### src/rtl/move_pkg.sv
// Shared definitions for the move opcode group: encodings, FSM states and
// opcode field extraction. The assembler tables use the same field helpers.
package move_pkg;

  localparam logic [1:0] MOVE_GROUP = 2'b01;
  localparam int         MAX_SEL_W  = 8;

  typedef enum logic [1:0] {
    MODE_MOV  = 2'b00,
    MODE_MVI  = 2'b01,
    MODE_XCHG = 2'b10,
    MODE_RSVD = 2'b11
  } move_mode_e;

  typedef enum logic [2:0] {
    ST_IDLE,
    ST_MOV_W,
    ST_MVI_W,
    ST_XCH_RD,
    ST_XCH_W1,
    ST_XCH_W2
  } move_state_e;

  // Opcode layout, MSB first: {group[1:0], mode[1:0], dst[sel_w-1:0], src[sel_w-1:0]}.
  // The opcode is passed zero-extended to 32 bits so one set of helpers
  // serves every register-count configuration.
  function automatic logic [1:0] get_group(input logic [31:0] op, input int sel_w);
    logic [31:0] s;
    s = op >> (2 + 2 * sel_w);
    return s[1:0];
  endfunction

  function automatic logic [1:0] get_mode(input logic [31:0] op, input int sel_w);
    logic [31:0] s;
    s = op >> (2 * sel_w);
    return s[1:0];
  endfunction

  function automatic logic [MAX_SEL_W-1:0] get_dst(input logic [31:0] op, input int sel_w);
    logic [31:0] s;
    s = (op >> sel_w) & ((32'd1 << sel_w) - 32'd1);
    return s[MAX_SEL_W-1:0];
  endfunction

  function automatic logic [MAX_SEL_W-1:0] get_src(input logic [31:0] op, input int sel_w);
    logic [31:0] s;
    s = op & ((32'd1 << sel_w) - 32'd1);
    return s[MAX_SEL_W-1:0];
  endfunction

endpackage

### src/rtl/move_field_decode.sv
// Splits a move opcode into mode/dst/src and flags anything that is not a
// legal move (wrong group, reserved mode, register index out of range).
module move_field_decode
  import move_pkg::*;
#(
  parameter  int NUM_REGS = 4,
  localparam int SEL_W    = $clog2(NUM_REGS),
  localparam int OPCODE_W = 4 + 2 * SEL_W
) (
  input  logic [OPCODE_W-1:0] opcode,
  output move_mode_e          mode,
  output logic [SEL_W-1:0]    dst,
  output logic [SEL_W-1:0]    src,
  output logic                legal
);

  logic [31:0]          op_ext;
  logic [1:0]           group;
  logic [MAX_SEL_W-1:0] dst_w;
  logic [MAX_SEL_W-1:0] src_w;

  assign op_ext = 32'(opcode);

  // Field extraction and legality check; range check matters only for
  // non-power-of-two register counts.
  always_comb begin
    group = get_group(op_ext, SEL_W);
    mode  = move_mode_e'(get_mode(op_ext, SEL_W));
    dst_w = get_dst(op_ext, SEL_W);
    src_w = get_src(op_ext, SEL_W);
    dst   = dst_w[SEL_W-1:0];
    src   = src_w[SEL_W-1:0];
    legal = (group == MOVE_GROUP) && (mode != MODE_RSVD) &&
            (int'(dst_w) < NUM_REGS) && (int'(src_w) < NUM_REGS);
  end

endmodule

### src/rtl/move_exec_unit.sv
// Register-to-register move engine: MOV / MVI / XCHG sequenced over a single
// read port and a single write port of the register file. R0 is the
// accumulator but gets no special treatment here.
//
// state     | meaning
// ----------+-----------------------------------------------------------
// ST_IDLE   | ready; may emit the done/illegal pulse of a no-write op
// ST_MOV_W  | read src, write dst, retire
// ST_MVI_W  | write immediate to dst, retire
// ST_XCH_RD | read src into tmp
// ST_XCH_W1 | read dst, write it to src
// ST_XCH_W2 | write tmp to dst, retire
module move_exec_unit
  import move_pkg::*;
#(
  parameter  int DATA_W   = 8,
  parameter  int NUM_REGS = 4,
  localparam int SEL_W    = $clog2(NUM_REGS),
  localparam int OPCODE_W = 4 + 2 * SEL_W
) (
  input  logic                clk,
  input  logic                rst,
  input  logic                instr_valid,
  output logic                instr_ready,
  input  logic [OPCODE_W-1:0] opcode,
  input  logic [DATA_W-1:0]   imm,
  output logic [SEL_W-1:0]    rd_sel,
  input  logic [DATA_W-1:0]   rd_data,
  output logic                wr_en,
  output logic [NUM_REGS-1:0] wr_onehot,
  output logic [SEL_W-1:0]    wr_sel,
  output logic [DATA_W-1:0]   wr_data,
  output logic                done,
  output logic                illegal
);

  move_state_e       state_q, state_d;
  logic [SEL_W-1:0]  dst_q, src_q;
  logic [DATA_W-1:0] imm_q, tmp_q;
  // Pulses for ops that retire without leaving IDLE (illegal, XCHG rX,rX).
  logic              pend_done_q, pend_done_d;
  logic              pend_ill_q, pend_ill_d;
  logic              accept;

  move_mode_e        dec_mode;
  logic [SEL_W-1:0]  dec_dst, dec_src;
  logic              dec_legal;

  move_field_decode #(.NUM_REGS(NUM_REGS)) u_decode (
    .opcode (opcode),
    .mode   (dec_mode),
    .dst    (dec_dst),
    .src    (dec_src),
    .legal  (dec_legal)
  );

  // State register, captured operands and the exchange temporary.
  // The mode itself is not kept: the state it selects carries it.
  always_ff @(posedge clk or posedge rst) begin
    if (rst) begin
      state_q     <= ST_IDLE;
      dst_q       <= '0;
      src_q       <= '0;
      imm_q       <= '0;
      tmp_q       <= '0;
      pend_done_q <= 1'b0;
      pend_ill_q  <= 1'b0;
    end else begin
      state_q     <= state_d;
      pend_done_q <= pend_done_d;
      pend_ill_q  <= pend_ill_d;
      if (accept) begin
        dst_q <= dec_dst;
        src_q <= dec_src;
        imm_q <= imm;
      end
      if (state_q == ST_XCH_RD) begin
        tmp_q <= rd_data;
      end
    end
  end

  // Next-state decode and register-file port drive for each state.
  always_comb begin
    state_d     = state_q;
    instr_ready = 1'b0;
    accept      = 1'b0;
    pend_done_d = 1'b0;
    pend_ill_d  = 1'b0;
    rd_sel      = '0;
    wr_en       = 1'b0;
    wr_sel      = '0;
    wr_data     = '0;
    done        = 1'b0;
    illegal     = 1'b0;
    case (state_q)
      ST_IDLE: begin
        instr_ready = 1'b1;
        done        = pend_done_q;
        illegal     = pend_ill_q;
        if (instr_valid) begin
          accept = 1'b1;
          if (!dec_legal) begin
            pend_done_d = 1'b1;
            pend_ill_d  = 1'b1;
          end else begin
            case (dec_mode)
              MODE_MOV: state_d = ST_MOV_W;
              MODE_MVI: state_d = ST_MVI_W;
              MODE_XCHG: begin
                if (dec_dst == dec_src) pend_done_d = 1'b1;
                else                    state_d     = ST_XCH_RD;
              end
              default: begin
                pend_done_d = 1'b1;
                pend_ill_d  = 1'b1;
              end
            endcase
          end
        end
      end
      ST_MOV_W: begin
        rd_sel  = src_q;
        wr_en   = 1'b1;
        wr_sel  = dst_q;
        wr_data = rd_data;
        done    = 1'b1;
        state_d = ST_IDLE;
      end
      ST_MVI_W: begin
        wr_en   = 1'b1;
        wr_sel  = dst_q;
        wr_data = imm_q;
        done    = 1'b1;
        state_d = ST_IDLE;
      end
      ST_XCH_RD: begin
        rd_sel  = src_q;
        state_d = ST_XCH_W1;
      end
      ST_XCH_W1: begin
        rd_sel  = dst_q;
        wr_en   = 1'b1;
        wr_sel  = src_q;
        wr_data = rd_data;
        state_d = ST_XCH_W2;
      end
      ST_XCH_W2: begin
        wr_en   = 1'b1;
        wr_sel  = dst_q;
        wr_data = tmp_q;
        done    = 1'b1;
        state_d = ST_IDLE;
      end
      default: state_d = ST_IDLE;
    endcase
  end

  assign wr_onehot = wr_en ? ({{(NUM_REGS-1){1'b0}}, 1'b1} << wr_sel) : '0;

endmodule
### config.mk
export PLATFORM = sky130hd
export DESIGN_NAME = move_exec_unit
export DESIGN_NICKNAME = d
export VERILOG_FILES = /design/src/rtl/move_pkg.sv /design/src/rtl/move_field_decode.sv /design/src/rtl/move_exec_unit.sv
export SDC_FILE = /design/constraint.sdc
export NUM_CORES = 1
export LEC_CHECK = 0
export BUFFER_PORTS_ARGS = -buffer_cell sky130_fd_sc_hd__buf_2
export CORE_ASPECT_RATIO = 0.7
export CORE_MARGIN = 10
export CORE_UTILIZATION = 48
export CTS_BUF_LIST = sky130_fd_sc_hd__clkbuf_4
export DETAILED_ROUTE_END_ITERATION = 7
export PLACE_DENSITY = 0.78
export SYNTH_ARGS = -nofsm -noshare
export SYNTH_HDL_FRONTEND = slang
export SYNTH_HIERARCHICAL = 1
export SYNTH_SLANG_ARGS = --single-unit
### constraint.sdc
create_clock -name clk -period 1.55 [get_ports clk]
set_input_delay 0.31 -clock clk [delete_from_list [all_inputs] [get_ports clk]]
set_output_delay 0.31 -clock clk [all_outputs]
set_load 0.1 [all_outputs]
==> results.ini <==
[placed_design]
io_buffers = 46
preCtsSetupSlack_ps = -284.8
dp_hpwl_mm = 3.776
dpl_cell_area_mm2 = 0.002541
dp_cells = 254
place.gp.congestion = 0.8758

[timing]
tightestPinTransition_ps = 497.5
relSlewSlack_pct = 66.77
final.setup.worst_slack_ps = -698.4
finalClockSkew_ps = 7.689
finalSetupViolCount = 35
fmax_ghz = 0.4448
hold_viol = 0
period_minus_slack_ps = 2248
timing.final.crit_share_pct = 145.1
slew_violations = 0
final.setup.tns_ps = -12930
rsz0062_at_grt = true

[global_route]
grt_max_degree = 14
grt_usage_pct = 17.54
grt.overflow.total = 0
grt_first_pass_wirelength_mm = 8.714
first_global_vias = 1682
antenna_found_initial = 0

[final_layout]
fill_cells = 130
drive_gt1_share_pct = 73.54
area_delta_synth_final_pct = 72.69
num-nets-final = 255
fin_area_mm2 = 0.002833
finalNonFillerCells = 271
final_util_pct = 88.20

[clock_tree]
cts_inserted_buffers = 3
cts_sinks = 25
clk_pin_slew_ps = 150
cts_max_path_buffers = 2
cts_max_level = 1
clk_latency_ps = 340
clockRootBuffer = clkbuf_4
cts_tree = built

[run_status]
outcome = complete, but fails checks
violations = negative setup slack

[worst_setup_path]
cp.arrival_ps = 1940
crit_required_ps = 1240
start_kind = flop
critical_path_class = reg -> out
cp_max_fo = 8
end_kind = output port

[synth]
avgSynthCellArea_um2 = 11.24
ys.flop_type = dfrtp_1
syn_nets = 177
synth.cell_area_mm2 = 0.001640
ys_types = 39
synth_edf_count = 0
synth_seq_cells = 25
seq_area_frac_synth_pct = 38.14
async_flop_share_pct = 100.0
ys_warn_count = 6
netlist_instances = 146

[routing]
ant_nets = 0
vias_per_cell = 5.871
drtIter0Drc = 86
dr.pass1.iters = 4
route.vias.total = 1591
route.detailed.drc = 0
routed_wl_mm = 6.217
wl_per_cell_um = 22.94

[hold_path]
hold_path_class = in -> reg

[floorplan]
io_pins = 47
die_x_um = 89.87
start_util_pct = 51.07
dieArea_mm2 = 0.006193
die_y_um = 68.91
std_cell_rows = 17
coreArea_mm2 = 0.003212

[power_and_ir_drop]
power.density_mw_per_mm2 = 706.4
p_leak_uw = 0.001296
ir_worst_vdd_uv = 504.0

[flow_run]
maxCapViolCount = 0

-- power by group --
group	internal (uW)	leakage (uW)	total, uW	switching, uW
sequential	710	0.000294	758	47.8
combinational	395	0.000984	905	509
clock	119	0.0000184	339	220
-- flip-flops by register name (all words and copies together) (netlist names) --
signal       count
dst_q            2
imm_q            8
state_q          3
pend_done_q      1
tmp_q            8
src_q            2
pend_ill_q       1
-- path summary, 6_finish.rpt --
check	startpoint	endpoint	slack, ps	cells past startpoint
worst min-delay path	imm[0]	imm_q[0]	180	2
max in group asynchronous	rst	tmp_q[2]	550	4
min in group asynchronous	rst	dst_q[0]	500	3
worst max register to register	state_q[0]	imm_q[4]	-160	6
worst min register to register	tmp_q[5]	tmp_q[5]	530	1
worst max-delay path	state_q[0]	wr_onehot[0]	-700	4
-- layer usage --
layer | up-vias | track usage (%) | routed length [um]
li1 | 686 | - | -
met1 | 784 | 20.08 | 2392
met2 | 94 | 32.40 | 3094
met3 | 27 | 5.280 | 496
met4 | 0 | 4.150 | 233
met5 | - | 0 | 0
-- synthesized netlist by cell type, types with 2 or more instances --
cell	instances	area share, %
a22oi_1	10	4.6
and2_1	2	0.76
o21bai_1	2	0.92
buf_6	2	1.4
o21ai_0	9	2.7
inv_1	5	1.1
nand2_1	13	3.0
nor2_1	3	0.69
mux2_2	21	14
xnor2_1	2	1.1
buf_4	8	3.7
mux2_4	7	6.4
nand3b_1	3	1.4
ha_1	4	3.1
a221oi_2	2	1.8
a21oi_1	2	0.61
buf_2	2	0.61
dfrtp_1	25	38
nand3_1	3	0.92
nor2b_1	2	0.76
-- worst max-delay path, cell delays in order, from the launching register on --
cell and delay, ps:
dfrtp_2 520, nor2_2 300, nand3b_1 240, a221oi_4 320, buf_12 210
-- cell type report --
type,instances,area [um2],share of cell area [%]
inverters,5,18.77,0.6625
well taps,47,58.81,2.076
multi-input cells,104,1199,42.31
clock buffers,4,30.03,1.060
flip-flops and latches,25,629.4,22.22
diodes,1,2.502,0.08834
repair buffers,85,894.6,31.58
-- placed cells by master (no fill, tap or decap), drive strengths merged, types with 2 or more instances in the layout --
| cell type | n |
|---|---|
| nand3b | 5 |
| nor3b | 2 |
| dfrtp | 25 |
| inv | 5 |
| nor2b | 2 |
| nor2 | 3 |
| mux2 | 28 |
| nand3 | 3 |
| a21oi | 2 |
| and2 | 2 |
| clkbuf | 4 |
| xnor2 | 2 |
| o21bai | 2 |
| a221oi | 2 |
| nand2 | 15 |
| buf | 84 |
| a22oi | 10 |
| ha | 4 |
| o21ai | 10 |
-- logic make-up after synthesis --
group           Yosys count  synth area share [%]
compound gates           32                 14.49
xor+xnor                  2                 1.068
fa+ha+maj                 4                 3.051
buf+inv                  19                 7.856
flops                    25                 38.14
mux                      29                 21.43
simple gates             35                 13.96
-- through the flow --
stage                     hold slack (ps)  power [uW]
after global routing                169.7        2073
after detailed placement            336.5        1568
after global placement              329.2        1541
after CTS                           202.7        1938
final                               180.2        2001
after floorplan                     337.3        1301
-- what timing repair did --
action | 4_1_cts | 5_1_grt
gates resized for setup | 24 | 13
gates cloned | 1 | 1
endpoints found under the setup margin | 35 | 43
hold buffers | 1 | 0
pin swaps | 11 | 5
buffers inserted | 8 | 3
hold endpoints to repair | 9 | 0
No activity file was read; power rests on OpenSTA's default activity.
